File: config.mk
export PLATFORM = sky130hd
export DESIGN_NAME = score_tally
export DESIGN_NICKNAME = d
export VERILOG_FILES = /design/src/rtl/rhythm_pkg.sv /design/src/rtl/bcd_sat_add.sv /design/src/rtl/score_tally.sv
export SDC_FILE = /design/constraint.sdc
export NUM_CORES = 1
export LEC_CHECK = 0
export CAP_MARGIN = 20
export CORE_MARGIN = 2
export CORE_UTILIZATION = 30
export DETAILED_ROUTE_END_ITERATION = 6
export GPL_ROUTABILITY_DRIVEN = 0
export PLACE_DENSITY = 0.55
export SETUP_SLACK_MARGIN = 0.5
export SYNTH_ARGS = -nofsm -noshare
export SYNTH_HDL_FRONTEND = slang
export SYNTH_SLANG_ARGS = --single-unit
File: constraint.sdc
create_clock -name frame_clk -period 17.3 [get_ports frame_clk]
set_clock_uncertainty 0.1 [all_clocks]
set_input_delay 3.46 -clock frame_clk [delete_from_list [all_inputs] [get_ports frame_clk]]
set_output_delay 3.46 -clock frame_clk [all_outputs]
set_load 0.01 [all_outputs]
File: src/rtl/rhythm_pkg.sv
// Shared definitions for the rhythm game blocks: game states and key codes.
package rhythm_pkg;

  typedef enum logic [1:0] {
    ST_IDLE = 2'd0,
    ST_PLAY = 2'd1,
    ST_OVER = 2'd2
  } game_state_t;

  localparam logic [7:0]  KEY_START  = 8'h2c;
  localparam logic [7:0]  KEY_RETURN = 8'h01;

  // Largest value four BCD digits can hold, in binary.
  localparam logic [13:0] BIN_MAX    = 14'd9999;

endpackage

File: src/rtl/bcd_sat_add.sv
// Combinational 4-digit BCD plus binary addend, saturating at 9999.
module bcd_sat_add
  import rhythm_pkg::*;
(
  input  logic [15:0] bcd_in,
  input  logic [13:0] addend,
  output logic [15:0] bcd_out
);

  logic [14:0] bin_sum;
  logic [13:0] bin_sat;
  logic [3:0]  d3, d2, d1, d0;

  // Convert to binary, add, clamp, then split back into decimal digits.
  always_comb begin
    bin_sum = 15'(bcd_in[15:12]) * 15'd1000
            + 15'(bcd_in[11:8])  * 15'd100
            + 15'(bcd_in[7:4])   * 15'd10
            + 15'(bcd_in[3:0])
            + 15'(addend);
    bin_sat = (bin_sum > 15'(BIN_MAX)) ? BIN_MAX : bin_sum[13:0];
    d3      = 4'(bin_sat / 14'd1000);
    d2      = 4'((bin_sat / 14'd100) % 14'd10);
    d1      = 4'((bin_sat / 14'd10) % 14'd10);
    d0      = 4'(bin_sat % 14'd10);
    bcd_out = {d3, d2, d1, d0};
  end

endmodule

File: src/rtl/score_tally.sv
// Score keeper for the note droppers: edge-detects hit/done levels, scores
// hits with a combo bonus, counts misses, and runs the Idle/Play/Over flow.
module score_tally
  import rhythm_pkg::*;
#(
  parameter int N_NOTES   = 36,
  parameter int PTS_HIT   = 10,
  parameter int PTS_BONUS = 5,
  parameter int COMBO_TH  = 10
) (
  input  logic               frame_clk,
  input  logic               Reset,
  input  logic [7:0]         keycode,
  input  logic [N_NOTES-1:0] hit,
  input  logic [N_NOTES-1:0] done,
  output logic [15:0]        score_bcd,
  output logic [7:0]         combo,
  output logic [7:0]         max_combo,
  output logic [7:0]         miss_cnt,
  output logic               game_over
);

  localparam int          CW        = $clog2(N_NOTES + 1);
  localparam logic [31:0] PTS_PLAIN = 32'(PTS_HIT);
  localparam logic [31:0] PTS_BONUS_HIT = 32'(PTS_HIT + PTS_BONUS);
  localparam logic [31:0] TH        = 32'(COMBO_TH);

  game_state_t        state;
  logic [N_NOTES-1:0] hit_q, done_q;
  logic [N_NOTES-1:0] hit_rise, miss_vec;
  logic [CW-1:0]      h_cnt, m_cnt;
  logic [31:0]        pts_raw, combo_sum, miss_sum;
  logic [13:0]        pts_add;
  logic [7:0]         combo_hit, miss_next;
  logic [15:0]        score_next;

  // Rising edges, per-lane misses, and their popcounts for this cycle.
  always_comb begin
    // NOTE: every always_comb output gets a default first so no latch is inferred.
    h_cnt    = '0;
    m_cnt    = '0;
    hit_rise = hit & ~hit_q;
    // A done edge with the hit level high is a scored note, not a miss.
    miss_vec = done & ~done_q & ~hit;
    for (int i = 0; i < N_NOTES; i++) begin
      h_cnt = h_cnt + CW'(hit_rise[i]);
      m_cnt = m_cnt + CW'(miss_vec[i]);
    end
  end

  // Points, saturated combo and miss counts that a Play cycle would commit.
  always_comb begin
    pts_raw   = 32'(h_cnt) * ((32'(combo) >= TH) ? PTS_BONUS_HIT : PTS_PLAIN);
    pts_add   = (pts_raw > 32'(BIN_MAX)) ? BIN_MAX : pts_raw[13:0];
    combo_sum = 32'(combo) + 32'(h_cnt);
    combo_hit = (combo_sum > 32'd255) ? 8'hFF : combo_sum[7:0];
    miss_sum  = 32'(miss_cnt) + 32'(m_cnt);
    miss_next = (miss_sum > 32'd255) ? 8'hFF : miss_sum[7:0];
  end

  bcd_sat_add u_bcd_sat_add (
    .bcd_in  (score_bcd),
    .addend  (pts_add),
    .bcd_out (score_next)
  );

  // Game FSM with registered counters; edge registers track inputs in every state.
  always_ff @(posedge frame_clk or posedge Reset) begin
    if (Reset) begin
      state     <= ST_IDLE;
      hit_q     <= '0;
      done_q    <= '0;
      score_bcd <= '0;
      combo     <= '0;
      max_combo <= '0;
      miss_cnt  <= '0;
      game_over <= 1'b0;
    end else begin
      // NOTE: non-blocking assignments so every register samples pre-edge values.
      hit_q  <= hit;
      done_q <= done;
      case (state)
        ST_IDLE: begin
          if (keycode == KEY_START) begin
            state     <= ST_PLAY;
            score_bcd <= '0;
            combo     <= '0;
            max_combo <= '0;
            miss_cnt  <= '0;
          end
        end
        ST_PLAY: begin
          score_bcd <= score_next;
          miss_cnt  <= miss_next;
          combo     <= (m_cnt != '0) ? 8'h00 : combo_hit;
          if (combo_hit > max_combo) max_combo <= combo_hit;
          if (&done) begin
            state     <= ST_OVER;
            game_over <= 1'b1;
          end
        end
        ST_OVER: begin
          if (keycode == KEY_RETURN) begin
            state     <= ST_IDLE;
            game_over <= 1'b0;
          end
        end
        default: begin
          state     <= ST_IDLE;
          game_over <= 1'b0;
        end
      endcase
    end
  end

endmodule

==> report_table.html <==
<table>
<tr><th>Metric</th><th>Value</th></tr>
<tr><th colspan="2">STA</th></tr>
<tr><td>Unrepaired setup endpoints after global routing</td><td>yes</td></tr>
<tr><td>Tightest Pin Transition</td><td>roughly 0.98 ns</td></tr>
<tr><td>Endpoints failing hold</td><td>0</td></tr>
<tr><td>Highest attainable clock frequency</td><td>60.33 MHz</td></tr>
<tr><td>Total count of max-transition violations in the final report</td><td>0</td></tr>
<tr><td>Headroom to the max-slew limit</td><td>0.3475</td></tr>
<tr><td>Post-route clock period utilization</td><td>0.9580</td></tr>
<tr><td>Final period demand of the worst path</td><td>between 15 and 20 ns</td></tr>
<tr><td>Number of setup violations in the final report</td><td>0</td></tr>
<tr><th colspan="2">Synth</th></tr>
<tr><td>Fraction of synthesized cell area in xor and xnor cells</td><td>0.04005</td></tr>
<tr><td>Post-synthesis cell count</td><td>1,346</td></tr>
<tr><td>Distinct cells, synth</td><td>100</td></tr>
<tr><td>Synthesis-stage register bit count</td><td>115</td></tr>
<tr><td>Cell area after synthesis</td><td>0.01221 mm^2</td></tr>
<tr><td>Share of the synthesized area in compound gates (AO/OA/AOI/OAI)</td><td>0.2216</td></tr>
<tr><td>Async set-reset flop share out of synthesis</td><td>1.000</td></tr>
<tr><td>Synth Warn #</td><td>0</td></tr>
<tr><td>Total nets after synthesis</td><td>1,628</td></tr>
<tr><td>Multiplexer area fraction after synthesis</td><td>0.01086</td></tr>
<tr><td>Post-synthesis sequential area ratio</td><td>0.2356</td></tr>
<tr><td>Proportion of netlist area held by the largest area contributor</td><td>0.2356</td></tr>
<tr><td>Number of flops mapped to enable cells by yosys</td><td>0</td></tr>
<tr><td>Primary FF master, synth</td><td>dfrtp_1</td></tr>
<tr><td>Leading area contributor after synthesis</td><td>dfrtp_1</td></tr>
<tr><td>Adder-cell share of the synthesized area</td><td>0.2652</td></tr>
<tr><td>Dominant combinational cell family by area after synthesis</td><td>adder cells</td></tr>
<tr><td>Leading post-synthesis cells by cell area</td><td>dfrtp_1 (24%), fa_1 (15%), ha_1 (11%)</td></tr>
<tr><td>Mean post-synth cell area</td><td>about 9.1 um^2</td></tr>
<tr><td>Share of synthesized cell area in and, or, nand and nor gates</td><td>0.1616</td></tr>
<tr><th colspan="2">Drt</th></tr>
<tr><td>Wire per inst</td><td>16.60 um</td></tr>
<tr><td>Vias</td><td>11,390</td></tr>
<tr><td>Routed length on met3</td><td>1167 um</td></tr>
<tr><td>Per-cell via count in the routed design</td><td>5.022</td></tr>
<tr><td>Total wire length after detailed routing</td><td>roughly 38,000 um</td></tr>
<tr><td>First-pass iteration count of the detailed router</td><td>5</td></tr>
<tr><td>Wire length on met2</td><td>18,930 um</td></tr>
<tr><td>Detail Route Antenna Nets</td><td>0</td></tr>
<tr><td>Total DRC errors in the routed layout</td><td>0</td></tr>
<tr><td>Routed length on met1</td><td>17,290 um</td></tr>
<tr><td>Number of DRC markers after the initial detailed-route iteration</td><td>528</td></tr>
<tr><td>Top routing layer used</td><td>met4</td></tr>
<tr><th colspan="2">Clock tree</th></tr>
<tr><td>Number of H-tree branching levels</td><td>4</td></tr>
<tr><td>Worst-case clock buffer depth</td><td>2</td></tr>
<tr><td>Num CTS Buffers</td><td>17</td></tr>
<tr><td>Sinks on the clock net</td><td>115</td></tr>
<tr><td>Clock root cell</td><td>clkbuf_16</td></tr>
<tr><td>CTS tree</td><td>done</td></tr>
<tr><td>Clock latency reported for the late side of the worst-skew pair</td><td>around 0.42 ns</td></tr>
<tr><td>Clock Pin Slew Worst Setup and Hold Paths</td><td>0.05 ns</td></tr>
<tr><th colspan="2">Job</th></tr>
<tr><td># Max-Cap Violations</td><td>0</td></tr>
<tr><th colspan="2">Global routing</th></tr>
<tr><td>Global-route wire length before repair</td><td>59,350 um</td></tr>
<tr><td>Global-route congestion overflow total</td><td>0</td></tr>
<tr><td>Total global-route track usage</td><td>0.1748</td></tr>
<tr><td>Pin count of the biggest net entering global routing</td><td>62</td></tr>
<tr><td>Number of global-route vias before repair</td><td>about 11,000</td></tr>
<tr><td>Initial antenna violation count</td><td>0</td></tr>
<tr><th colspan="2">Worst setup path</th></tr>
<tr><td>Logic depth of the worst register-to-register path</td><td>just over 50</td></tr>
<tr><td>Peak fanout along the critical path</td><td>6</td></tr>
<tr><td>Startpoint types</td><td>primary input</td></tr>
<tr><td>Buffer and inverter count on the worst path</td><td>12</td></tr>
<tr><td>Crit Path Category</td><td>primary input to flip-flop</td></tr>
<tr><td>Crit path capture type</td><td>flip-flop</td></tr>
<tr><td>Slowest-stage cell, CP</td><td>fa_2</td></tr>
<tr><td>CP delay by family, top</td><td>adder cells</td></tr>
<tr><td>Arr. time, crit path</td><td>roughly 17 ns</td></tr>
<tr><td>Slowest Stage Delay on Critical Path</td><td>0.58 ns</td></tr>
<tr><td>Library cell appearing most often on the critical path</td><td>fa_1</td></tr>
<tr><td>Levels on crit path</td><td>53</td></tr>
<tr><td>Data required, critical path</td><td>around 17 ns</td></tr>
<tr><th colspan="2">Finish</th></tr>
<tr><td>Antenna diode count</td><td>0</td></tr>
<tr><td>Top library cells by usage in the layout, fill and taps aside</td><td>buf_4 (261), inv_1 (159), dfrtp_1 (115)</td></tr>
<tr><td>Commonest non-fill, non-tap cell in the layout</td><td>buf_4</td></tr>
<tr><td>Synth-to-layout area growth</td><td>46.28%</td></tr>
<tr><td>Non-Filler Instances</td><td>2,268</td></tr>
<tr><td>Share of post-route cells with drive strength above 1</td><td>0.3184</td></tr>
<tr><td>Net count, final</td><td>between 2,000 and 2,500</td></tr>
<tr><th colspan="2">Min path</th></tr>
<tr><td>Min-delay worst type</td><td>flip-flop to flip-flop</td></tr>
<tr><td>Hold path cells</td><td>2</td></tr>
<tr><th colspan="2">Die</th></tr>
<tr><td>Initial cell density of the core</td><td>0.3060</td></tr>
<tr><td>Core Region</td><td>0.03991 mm^2</td></tr>
<tr><td>Number of top-level pins</td><td>123</td></tr>
<tr><td>Site Rows</td><td>73</td></tr>
<tr><td>Height of the die</td><td>slightly above 200 um</td></tr>
<tr><td>Total Die Area</td><td>between 0.04 and 0.05 mm^2</td></tr>
<tr><td>Width of the chip</td><td>205.8 um</td></tr>
<tr><th colspan="2">Place</th></tr>
<tr><td>Sum of net half-perimeters after detailed placement</td><td>29,340 um</td></tr>
<tr><td>Placed instance count</td><td>2,192</td></tr>
<tr><td>Port buffer count</td><td>between 100 and 150</td></tr>
<tr><th colspan="2">Outcome</th></tr>
<tr><td>Outcome</td><td>finished, final reports clean</td></tr>
</table>
==> layer usage <==
metal,track usage,up-vias
met3,0.01584,20
met2,0.3057,200
li1,-,5543
met4,0.03010,0
met1,0.2375,5626
met5,0,-
==> timing repair <==
item	CTS	global route
pin swaps	67	123
hold buffers	0	0
endpoints found under the setup margin	12	13
gates resized for setup	99	166
endpoints found under the hold margin	0	0
setup buffers	13	30
gates cloned	1	0
==> sequential cells by signal (all words and copies together), names as in the netlist <==
signal	count
combo	8
done_q	36
game_over	1
hit_q	36
max_combo	8
miss_cnt	8
score_bcd	16
state	2
==> synthesized netlist by cell type, types with 10 or more instances <==
master and number:
nand3_1 37, o21ai_0 45, a22o_1 10, a21oi_2 10, xnor2_1 38, nor2b_1 26, nor3_1 24, nand2_1 92
a211oi_1 14, buf_2 11, nor2_1 74, and2_1 12, xor2_1 16, dfrtp_1 115, nor3b_1 19, ha_1 110
nand4_1 19, o21ai_1 17, a21oi_1 78, nand2b_1 26, a21o_1 35, o22ai_1 16, o211ai_1 15, fa_1 90
clkbuf_1 19, a31oi_1 18, inv_1 166
==> final timing paths <==
check,end,slack [ns],start
min reg2reg,game_over$_DFFE_PP0P_,0.41,game_over$_DFFE_PP0P_
min in group asynchronous,max_combo[1]$_DFFE_PP0P_,3.44,Reset
max in group asynchronous,done_q[3]$_DFF_PP0_,12.38,Reset
max,score_bcd[8]$_DFFE_PP0P_,0.73,hit[25]
max reg2reg,score_bcd[8]$_DFFE_PP0P_,3.53,hit_q[9]$_DFF_PP0_
min,game_over$_DFFE_PP0P_,0.41,game_over$_DFFE_PP0P_
==> cell type report <==
| type | instances | area (um^2) |
|---|---|---|
| inverters | 167 | 629.4 |
| fillers | 3771 | 22050 |
| flip-flops and latches | 115 | 2878 |
| well taps | 525 | 656.9 |
| multi-input cells | 1029 | 9738 |
| clock buffers | 18 | 439.2 |
| clock inverters | 14 | 152.6 |
| repair buffers | 400 | 3373 |
==> per-stage QoR <==
stage | hold slack, ns | utilization | setup slack [ns] | TNS (ns) | instance area (um^2)
3_5_place_dp | 0.4046 | 0.3945 | -0.5675 | -5.051 | 15750
6_report | 0.4141 | 0.4476 | 0.7258 | 0 | 17870
5_1_grt | 0.4709 | 0.4476 | 0.2950 | 0 | 17870
3_3_place_gp | 0.3913 | 0.3945 | -0.5549 | -3.959 | 15750
4_1_cts | 0.4195 | 0.4261 | 0.5379 | 0 | 17010
2_1_floorplan | 0.4015 | - | 0.5294 | 0 | 12250
==> cells by family (layout without fill, tap and decap cells) <==
family                   count (synthesis)  after routing
flip-flops                             115            115
XOR/XNOR                                55             55
AND/OR/NAND/NOR                        381            381
AO/OA/AOI/OAI                          374            375
buffers and inverters                  203            599
multiplexers                            12             12
adder cells (fa/ha/maj)                206            206
==> worst min-delay path, cell delays in order (launching register included) <==
cell	delay (ns)
dfrtp_1	0.37
nand2_1	0.05
o21ai_0	0.06
Power is left out: the tool's default activity adds up to more than one toggle a clock period on the data nets, which glitch-free logic cannot reach.
